`src/rtl/uart_cmd_ctrl.sv`:
```
// uart_cmd_ctrl: turns framed UART command packets into character buffer write/fill transactions.
// Define UART_CMD_CHECKSUM_EN to require a trailing XOR checksum byte (CHK) on each packet.
module uart_cmd_ctrl #(
  parameter int         ADDR_WIDTH     = 12,
  parameter int         BUF_DEPTH      = 2400,
  parameter int         TIMEOUT_CYCLES = 108000,
  parameter logic [7:0] SYNC_BYTE      = 8'hA5
) (
  input  logic                  clk_i,
  input  logic                  rst_i,
  input  logic                  rx_valid_i,
  input  logic [7:0]            rx_data_i,
  input  logic                  mem_ready_i,
  output logic                  mem_we_o,
  output logic [ADDR_WIDTH-1:0] mem_addr_o,
  output logic [7:0]            mem_data_o,
  output logic                  busy_o,
  output logic                  cmd_done_o,
  output logic                  err_o
);
  localparam int TW = $clog2(TIMEOUT_CYCLES + 1);
  localparam logic [ADDR_WIDTH-1:0] LAST = ADDR_WIDTH'(BUF_DEPTH - 1);
  localparam logic [TW-1:0] TMO_LAST = TW'(TIMEOUT_CYCLES - 1);
  localparam logic [7:0] CMD_W = 8'h57;
  localparam logic [7:0] CMD_F = 8'h46;
  typedef enum logic [2:0] {S_SYNC, S_CMD, S_ADDRH, S_ADDRL, S_DATA, S_CHK, S_WR, S_FILL} state_t;
  state_t state_q, state_d;
  logic rx_prev_q, rx_prev_d, we_q, we_d, done_q, done_d, err_q, err_d;
  logic [7:0] cmd_q, cmd_d, addrh_q, addrh_d, addrl_q, addrl_d, data_q, data_d, wdata_q, wdata_d;
  logic [TW-1:0] tmo_q, tmo_d;
  logic [ADDR_WIDTH-1:0] addr_q, addr_d, pkt_addr;
  logic byte_stb, exec, cmd_ok, fin, chk_ok;
  logic [7:0] fin_data;
  assign byte_stb = rx_valid_i & ~rx_prev_q;
  assign exec = state_q inside {S_WR, S_FILL};
  assign cmd_ok = rx_data_i inside {CMD_W, CMD_F};
  assign pkt_addr = ADDR_WIDTH'({addrh_q, addrl_q});
`ifdef UART_CMD_CHECKSUM_EN
  assign fin_data = data_q;
  assign chk_ok = rx_data_i == (cmd_q ^ addrh_q ^ addrl_q ^ data_q);
`else
  assign fin_data = rx_data_i;
  assign chk_ok = 1'b1;
`endif
  always_comb begin
    state_d = state_q;
    rx_prev_d = rx_valid_i;
    cmd_d = cmd_q;
    addrh_d = addrh_q;
    addrl_d = addrl_q;
    data_d = data_q;
    tmo_d = '0;
    we_d = we_q;
    addr_d = addr_q;
    wdata_d = wdata_q;
    done_d = 1'b0;
    err_d = 1'b0;
    fin = 1'b0;
    // an arriving byte always beats an expiring timeout
    if (!exec && state_q != S_SYNC && !byte_stb) begin
      tmo_d = tmo_q + 1'b1;
      if (tmo_q == TMO_LAST) begin
        tmo_d = '0;
        err_d = 1'b1;
        state_d = S_SYNC;
      end
    end
    case (state_q)
      S_SYNC: if (byte_stb && rx_data_i == SYNC_BYTE) state_d = S_CMD;
      S_CMD: if (byte_stb) begin
        cmd_d = rx_data_i;
        err_d = !cmd_ok;
        state_d = cmd_ok ? S_ADDRH : S_SYNC;
      end
      S_ADDRH: if (byte_stb) begin
        addrh_d = rx_data_i;
        state_d = S_ADDRL;
      end
      S_ADDRL: if (byte_stb) begin
        addrl_d = rx_data_i;
        state_d = S_DATA;
      end
      S_DATA: if (byte_stb) begin
        data_d = rx_data_i;
`ifdef UART_CMD_CHECKSUM_EN
        state_d = S_CHK;
`else
        fin = 1'b1;
`endif
      end
      S_CHK: fin = byte_stb;
      S_WR: if (mem_ready_i) begin
        we_d = 1'b0;
        done_d = 1'b1;
        state_d = S_SYNC;
      end
      S_FILL: if (mem_ready_i) begin
        addr_d = addr_q + 1'b1;
        if (addr_q == LAST) begin
          we_d = 1'b0;
          done_d = 1'b1;
          state_d = S_SYNC;
        end
      end
      default: state_d = S_SYNC;
    endcase
    if (fin) begin
      err_d = !chk_ok || pkt_addr > LAST;
      we_d = !err_d;
      addr_d = pkt_addr;
      wdata_d = fin_data;
      state_d = err_d ? S_SYNC : (cmd_q == CMD_W ? S_WR : S_FILL);
    end
    // a byte dropped on the completing cycle stays silent so done and err never coincide
    if (exec && byte_stb && !done_d) err_d = 1'b1;
  end
  always_ff @(posedge clk_i) begin
    if (rst_i) begin
      state_q <= S_SYNC;
      rx_prev_q <= 1'b1;
      cmd_q <= '0;
      addrh_q <= '0;
      addrl_q <= '0;
      data_q <= '0;
      tmo_q <= '0;
      we_q <= 1'b0;
      addr_q <= '0;
      wdata_q <= '0;
      done_q <= 1'b0;
      err_q <= 1'b0;
    end else begin
      state_q <= state_d;
      rx_prev_q <= rx_prev_d;
      cmd_q <= cmd_d;
      addrh_q <= addrh_d;
      addrl_q <= addrl_d;
      data_q <= data_d;
      tmo_q <= tmo_d;
      we_q <= we_d;
      addr_q <= addr_d;
      wdata_q <= wdata_d;
      done_q <= done_d;
      err_q <= err_d;
    end
  end
  assign mem_we_o = we_q;
  assign mem_addr_o = addr_q;
  assign mem_data_o = wdata_q;
  assign busy_o = exec;
  assign cmd_done_o = done_q;
  assign err_o = err_q;
endmodule

```
`config.mk`:
```
export PLATFORM = sky130hd
export DESIGN_NAME = uart_cmd_ctrl
export DESIGN_NICKNAME = d
export VERILOG_FILES = /design/src/rtl/uart_cmd_ctrl.sv
export SDC_FILE = /design/constraint.sdc
export NUM_CORES = 1
export LEC_CHECK = 0
export CELL_PAD_IN_SITES_DETAIL_PLACEMENT = 1
export CELL_PAD_IN_SITES_GLOBAL_PLACEMENT = 2
export CORE_ASPECT_RATIO = 0.75
export CORE_MARGIN = 1.5
export CORE_UTILIZATION = 35
export CTS_CLUSTER_SIZE = 8
export DETAILED_ROUTE_END_ITERATION = 10
export DONT_BUFFER_PORTS = 1
export PLACE_DENSITY_LB_ADDON = 0.1
export SLEW_MARGIN = 40
export SYNTH_ARGS = -nofsm -noshare
export SYNTH_HDL_FRONTEND = slang
export SYNTH_SLANG_ARGS = --single-unit
```
`constraint.sdc`:
```
create_clock -name clk_i -period 1.57 [get_ports clk_i]
set_input_delay 0.157 -clock clk_i [delete_from_list [all_inputs] [get_ports clk_i]]
set_output_delay 0.157 -clock clk_i [all_outputs]
set_load 0.01 [all_outputs]
```
==> results of run 1 <==
==> final cells by class <==
| cell class | count | area, um2 |
|---|---|---|
| Multi-Input combinational cell | 246 | 1700 |
| Sequential cell | 64 | 1290 |
| Tap cell | 105 | 131 |
| Fill cell | 913 | 4190 |
| Clock buffer | 10 | 239 |
| Clock inverter | 6 | 68.8 |
| Timing Repair Buffer | 54 | 448 |
| Inverter | 5 | 18.8 |
==> worst register-to-register path, stage by stage, from the launching register on <==
cell and delay (ns):
dfxtp_2 0.35, ha_4 0.15, and4_4 0.27, buf_4 0.14, nand3_1 0.09, or3_4 0.34
a21oi_2 0.13
==> logic make-up after synthesis <==
logic type               count (synthesis)  share of synthesized area
XOR/XNOR                                20                     0.0586
adder cells (fa/ha/maj)                  2                    0.00837
AND/OR/NAND/NOR                        146                      0.269
AO/OA/AOI/OAI                           58                      0.128
multiplexers                            20                     0.0669
flip-flops                              64                      0.428
buffers and inverters                   25                     0.0410
==> registers in the layout (all words and copies together) (netlist names) <==
register and flops:
err_o 1, cmd_done_o 1, rx_prev_q 1, addrl_q 8, cmd_q 8, state_q 3
addrh_q 4, tmo_q 17, mem_addr_o 12, mem_data_o 8, mem_we_o 1
==> power by group <==
group | total, mW | leakage, nW | switching (mW) | internal [mW]
registers | 1.63 | 0.521 | 0.00132 | 1.63
clock network | 2.06 | 0.149 | 0.780 | 1.28
logic | 0.0341 | 0.790 | 0.0149 | 0.0192
==> cell usage in the layout, fill, tap and decap left out, types with 3 or more instances in the layout <==
cell type	n
dfxtp_1	53
buf_4	49
nor2_1	48
nand2_1	29
mux2i_1	20
a21oi_1	17
xor2_1	13
nand4_1	13
nand3_1	11
dfxtp_2	11
clkbuf_16	9
a211oi_1	7
o21ai_0	7
a31oi_1	7
xnor2_1	7
inv_1	4
and4_4	3
nand3_2	3
a22oi_1	3
nor4_1	3
nor4bb_1	3
or3_1	3
and3_1	3
clkinv_4	3
buf_12	3
==> metal layers <==
layer | vias to the layer above | routed length, um | share of wire | global-route usage
met5 | - | 0 | 0 | 0
met4 | 0 | 104 | 0.012 | 0.0602
met3 | 10 | 546 | 0.061 | 0.0793
met2 | 53 | 3330 | 0.37 | 0.265
met1 | 1289 | 4910 | 0.55 | 0.317
li1 | 1310 | - | - | -
==> through the flow <==
stage          instance area (um2)  setup TNS (ns)
6_report                      3900               0
5_1_grt                       3900         -0.0434
3_3_place_gp                  3460         -0.0108
2_1_floorplan                 3000               0
4_1_cts                       3790               0
3_5_place_dp                  3460         -0.0982
==> final timing paths <==
kind	slack [ns]	to	cells past startpoint
min	-0.11	cmd_done_o$_SDFF_PP0_	1
max	0.04	tmo_q[16]$_SDFF_PP0_	6
min reg2reg	0.47	mem_addr_o[1]$_SDFFE_PP0P_	2
max reg2reg	0.04	tmo_q[16]$_SDFF_PP0_	6
==> repair_timing <==
action                                  CTS  global route
gates resized for setup                   4            28
pin swaps                                 0             2
hold endpoints to repair                 45            44
endpoints found under the setup margin    3            19
==> reports/summary.txt, run 1 <==
status - complete, but fails checks
failing checks - hold timing
Final Non-Filler Cells - 490
Worst path top cell family by delay - simple AND/OR/NAND/NOR gates
Yosys top cell area share - 0.428
Post-CTS Setup Bufs - 0
port bufs - 0
largest net degree at the start of global routing - 50
Routed Antenna Nets - 0
dpl cells - 472
Row Count - 28
gr ovfl total - 0
Initial Util - 0.370
worst-skew pair later-pin latency - 0.34 ns
synth unique cells - 53
layout cells sized above 1 - 0.273
count of final setup violators - 0
fin. max-slew vios - 0
min Tclk post-route - 1.53 ns
Total Wirelength - 8890 um
# IOs - 36
die area - 9110 um2
initial antenna violation count - 0
Avg Cell Area, Syn - 8.93 um2
worst hold margin - -0.105 ns
die height - 83.1 um
Least-Margin Pin Slew - 0.428 ns
count leader, synth - dfxtp_1
Crit Path Class - reg -> reg
period utilisation layout - 0.978
global-route wire length before repair - 14400 um
count of final hold-check violations - 43
syn_nets - 349
Critical Path Start - tmo_q[1]$_SDFF_PP0_
Synth Cell Area - 2990 um2
DRC - 0
number of max-cap violations - 0
final-stage net count - 394
die width - 110 um
CTS max path bufs - 2
clk root buf - clkbuf_16
gp weighted congestion - 0.800
cell taking the most area after synthesis - dfxtp_1
H-Tree Depth - 3
Synth top cells by count - 64 x dfxtp_1, 48 x nor2_1, 29 x nand2_1, 20 x mux2i_1, 18 x a21oi_1
Worst Skew - 0.00840 ns
RR Startpoint - tmo_q[1]$_SDFF_PP0_
number of synthesized flops with an enable pin - 0
Critical Path Sink Type - flip-flop
wire per inst - 18.1 um
vias in the first global route - 2699
Worst path slowest cell - dfxtp_2
final core occ - 0.482
final worst setup slack - 0.0351 ns
CP peak stage delay - 0.35 ns
hold path start - rst_i
vias per std cell - 5.43
core footprint - 8090 um2
Worst VDD drop - 0.713 mV
CP Max Fanout - 4
Area Growth Syn to Fin - 30.4%
Top FF cell, synth - dfxtp_1
hold_buf cts - 2
total power - 3.72 mW
startpoint types - flip-flop
vias - 2662
Yosys reg bits - 64
HPWL Detailed - 6360 um
CP arrival - 1.81 ns
Hold/Removal Path Class - in -> reg
initial drt markers - 123
PwrDens - 953 nW/um2
Reg clk slew, reported paths - 0.06 ns
static leakage - 1.46 nW
yosys warns - 0
DRT Pass-1 Iters - 4
total CTS buffers - 9
Sink Count - 64
Critical Path RT - 1.84 ns
Total GRT Usage - 0.209
asr flop ratio synth - 0
top cells by area, synth - dfxtp_1 43%, mux2i_1 6.7%, nor2_1 6.0%
CP Cell Sequence - ha_4 > and4_4 > buf_4 > nand3_1 > or3_4 > a21oi_2
Gate Count Post-Synth - 335
dpl ws - -0.0614 ns
Achievable Freq - 0.652 GHz
WP buf/inv - 1
Rel. slew slack - 0.711
CTS tree - built
diode count - 0
register area share after synthesis - 0.428
Power figures use the tool's default switching activity.
==> inputs of run 2 (changes only) <==
==> constraint.sdc (replaced) <==
create_clock -name clk_i -period 1.57 [get_ports clk_i]
set_input_delay 0 -clock clk_i [delete_from_list [all_inputs] [get_ports clk_i]]
set_output_delay 0 -clock clk_i [all_outputs]
set_load 0.01 [all_outputs]
==> run 2 against run 1 <==
The flow still finishes with violations (hold timing); routed wire length is essentially flat; total power about the same; design area is the same; sequential cell count unchanged; via count increased by 0.23%; die area unchanged; critical path depth unchanged; sequential power about the same; sequential share of layout area unchanged; register-to-register slack hardly changed; clock-buffer cell count did not move; fmax is essentially flat; critical path type unchanged; largest power group unchanged; highest routed layer unchanged.
==> reports/summary.txt, run 2 (same netlist as run 1, synthesis figures left out) <==
status - complete, but fails checks
failing checks - hold timing
min Tclk post-route - 1.53 ns
Critical Path Sink Type - flip-flop
static leakage - 1.46 nW
CP peak stage delay - 0.35 ns
Rel. slew slack - 0.712
die height - 83.1 um
worst-skew pair later-pin latency - 0.34 ns
worst hold stages - 1
final-stage net count - 394
hold path start - rst_i
Psw - 798 uW
diode count - 0
largest net degree at the start of global routing - 50
R2R cell count - 6
Reg clk slew, reported paths - 0.06 ns
gp weighted congestion - 0.800
Worst path slowest cell - dfxtp_2
CP Max Fanout - 4
layout cells sized above 1 - 0.273
Multi-input gate area - 1700 um2
Worst Skew - 0.00767 ns
Worst VDD drop - 0.714 mV
period utilisation layout - 0.977
hold_buf cts - 2
DRT Pass-1 Iters - 4
Pint - 2.92 mW
count of final hold-check violations - 46
RR Startpoint - tmo_q[1]$_SDFF_PP0_
FILL cells - 913
Post-CTS Setup Bufs - 0
initial antenna violation count - 0
wire per inst - 18.1 um
CTS max path bufs - 2
Biggest register - tmo_q
sequential cell area - 1290 um2
clk root buf - clkbuf_16
Least-Margin Pin Slew - 0.427 ns
dpl cells - 472
worst hold margin - -0.269 ns
most common cell after layout, fill and taps aside - dfxtp_1
R2R Path End - tmo_q[16]$_SDFF_PP0_
worst hold endpoint - mem_we_o$_SDFFE_PP0P_
vias - 2668
R2R setup slack - 0.04 ns
clock share of power - 0.553
core footprint - 8090 um2
total power - 3.72 mW
total negative slack - 0 ns
power share of the combinational group - 0.009
initial drt markers - 133
Sink Count - 64
count of final setup violators - 0
port bufs - 0
PwrDens - 953 nW/um2
vias per std cell - 5.44
die width - 110 um
DRC - 0
CTS tree - built
most frequent cells in the layout - 53 x dfxtp_1, 49 x buf_4, 48 x nor2_1
Critical Path RT - 1.84 ns
Crit Path Class - reg -> reg
fin. max-slew vios - 0
# IOs - 36
WP buf/inv - 1
H-Tree Depth - 3
Total GRT Usage - 0.209
max reg flops - 17
startpoint types - flip-flop
Worst path top cell family by delay - simple AND/OR/NAND/NOR gates
number of max-cap violations - 0
HPWL Detailed - 6360 um
gr ovfl total - 0
Initial Util - 0.370
Total Wirelength - 8880 um
Achievable Freq - 0.652 GHz
die area - 9110 um2
Area Growth Syn to Fin - 30.4%
Final Non-Filler Cells - 490
switch share - 0.215
vias in the first global route - 2699
Flop pwr share - 0.437
total CTS buffers - 9
global-route wire length before repair - 14400 um
CP Cell Sequence - ha_4 > and4_4 > buf_4 > nand3_1 > or3_4 > a21oi_2
Hold/Removal Path Class - in -> reg
final core occ - 0.482
Row Count - 28
CP arrival - 1.81 ns
Routed Antenna Nets - 0
run 2: timing repair:
action,CTS,global route
endpoints found under the hold margin,47,46
setup endpoints to repair,3,19
gates resized for setup,4,28
cloned,0,0
pin swaps,0,2
run 2: layer usage:
layer / track usage / vias to the layer above / part of all wire
met3: 0.0793 / 10 / 0.069
met1: 0.317 / 1285 / 0.55
met5: 0 / - / 0
met4: 0.0602 / 0 / 0.011
met2: 0.265 / 62 / 0.37
li1: - / 1311 / -
run 2: cell type report:
class | count | area share
Sequential cell | 64 | 0.332
Inverter | 5 | 0.00481
Clock buffer | 10 | 0.0613
Multi-Input combinational cell | 246 | 0.436
Clock inverter | 6 | 0.0176
Timing Repair Buffer | 54 | 0.115
Tap cell | 105 | 0.0337
run 2: worst register-to-register path, delay by kind of cell (launching register included):
kind                     cells  cell delay [ns]
AO/OA/AOI/OAI                1             0.13
AND/OR/NAND/NOR              3             0.70
buffers and inverters        1             0.14
adder cells (fa/ha/maj)      1             0.15
flip-flops                   1             0.35
run 2: worst max path at each step:
| stage | startpoint | endpoint | slack (ns) | cells after the start |
|---|---|---|---|---|
| after global placement | tmo_q[0]$_SDFF_PP0_ | tmo_q[16]$_SDFF_PP0_ | -0.009 | 6 |
| after floorplan | mem_addr_o[1]$_SDFFE_PP0P_ | err_o$_SDFF_PP0_ | 0.02 | 6 |
| after global routing | tmo_q[1]$_SDFF_PP0_ | tmo_q[16]$_SDFF_PP0_ | -0.03 | 6 |
| after detailed placement | tmo_q[0]$_SDFF_PP0_ | tmo_q[16]$_SDFF_PP0_ | -0.06 | 6 |
| final | tmo_q[1]$_SDFF_PP0_ | tmo_q[16]$_SDFF_PP0_ | 0.04 | 6 |
| after CTS | rx_prev_q$_SDFF_PP1_ | cmd_q[5]$_SDFFE_PP0P_ | 0.0004 | 5 |
run 2: power by group through the flow:
stage          registers [mW]  logic, mW  clock network [mW]
6_report                 1.63     0.0342                2.06
3_5_place_dp             1.66     0.0277                   0
4_1_cts                  1.63     0.0315                2.10
3_3_place_gp             1.66     0.0273                   0
5_1_grt                  1.63     0.0377                2.18
2_1_floorplan            1.66     0.0361                   0
run 2: stage by stage:
step | area, um2 | setup slack (ns) | hold WS, ns
detailed placement | 3460 | -0.0614 | 0.0800
CTS | 3790 | 0.000435 | -0.280
floorplan | 3000 | 0.0220 | 0.107
global route | 3900 | -0.0347 | -0.278
global placement | 3460 | -0.00949 | 0.0759
finish | 3900 | 0.0357 | -0.269
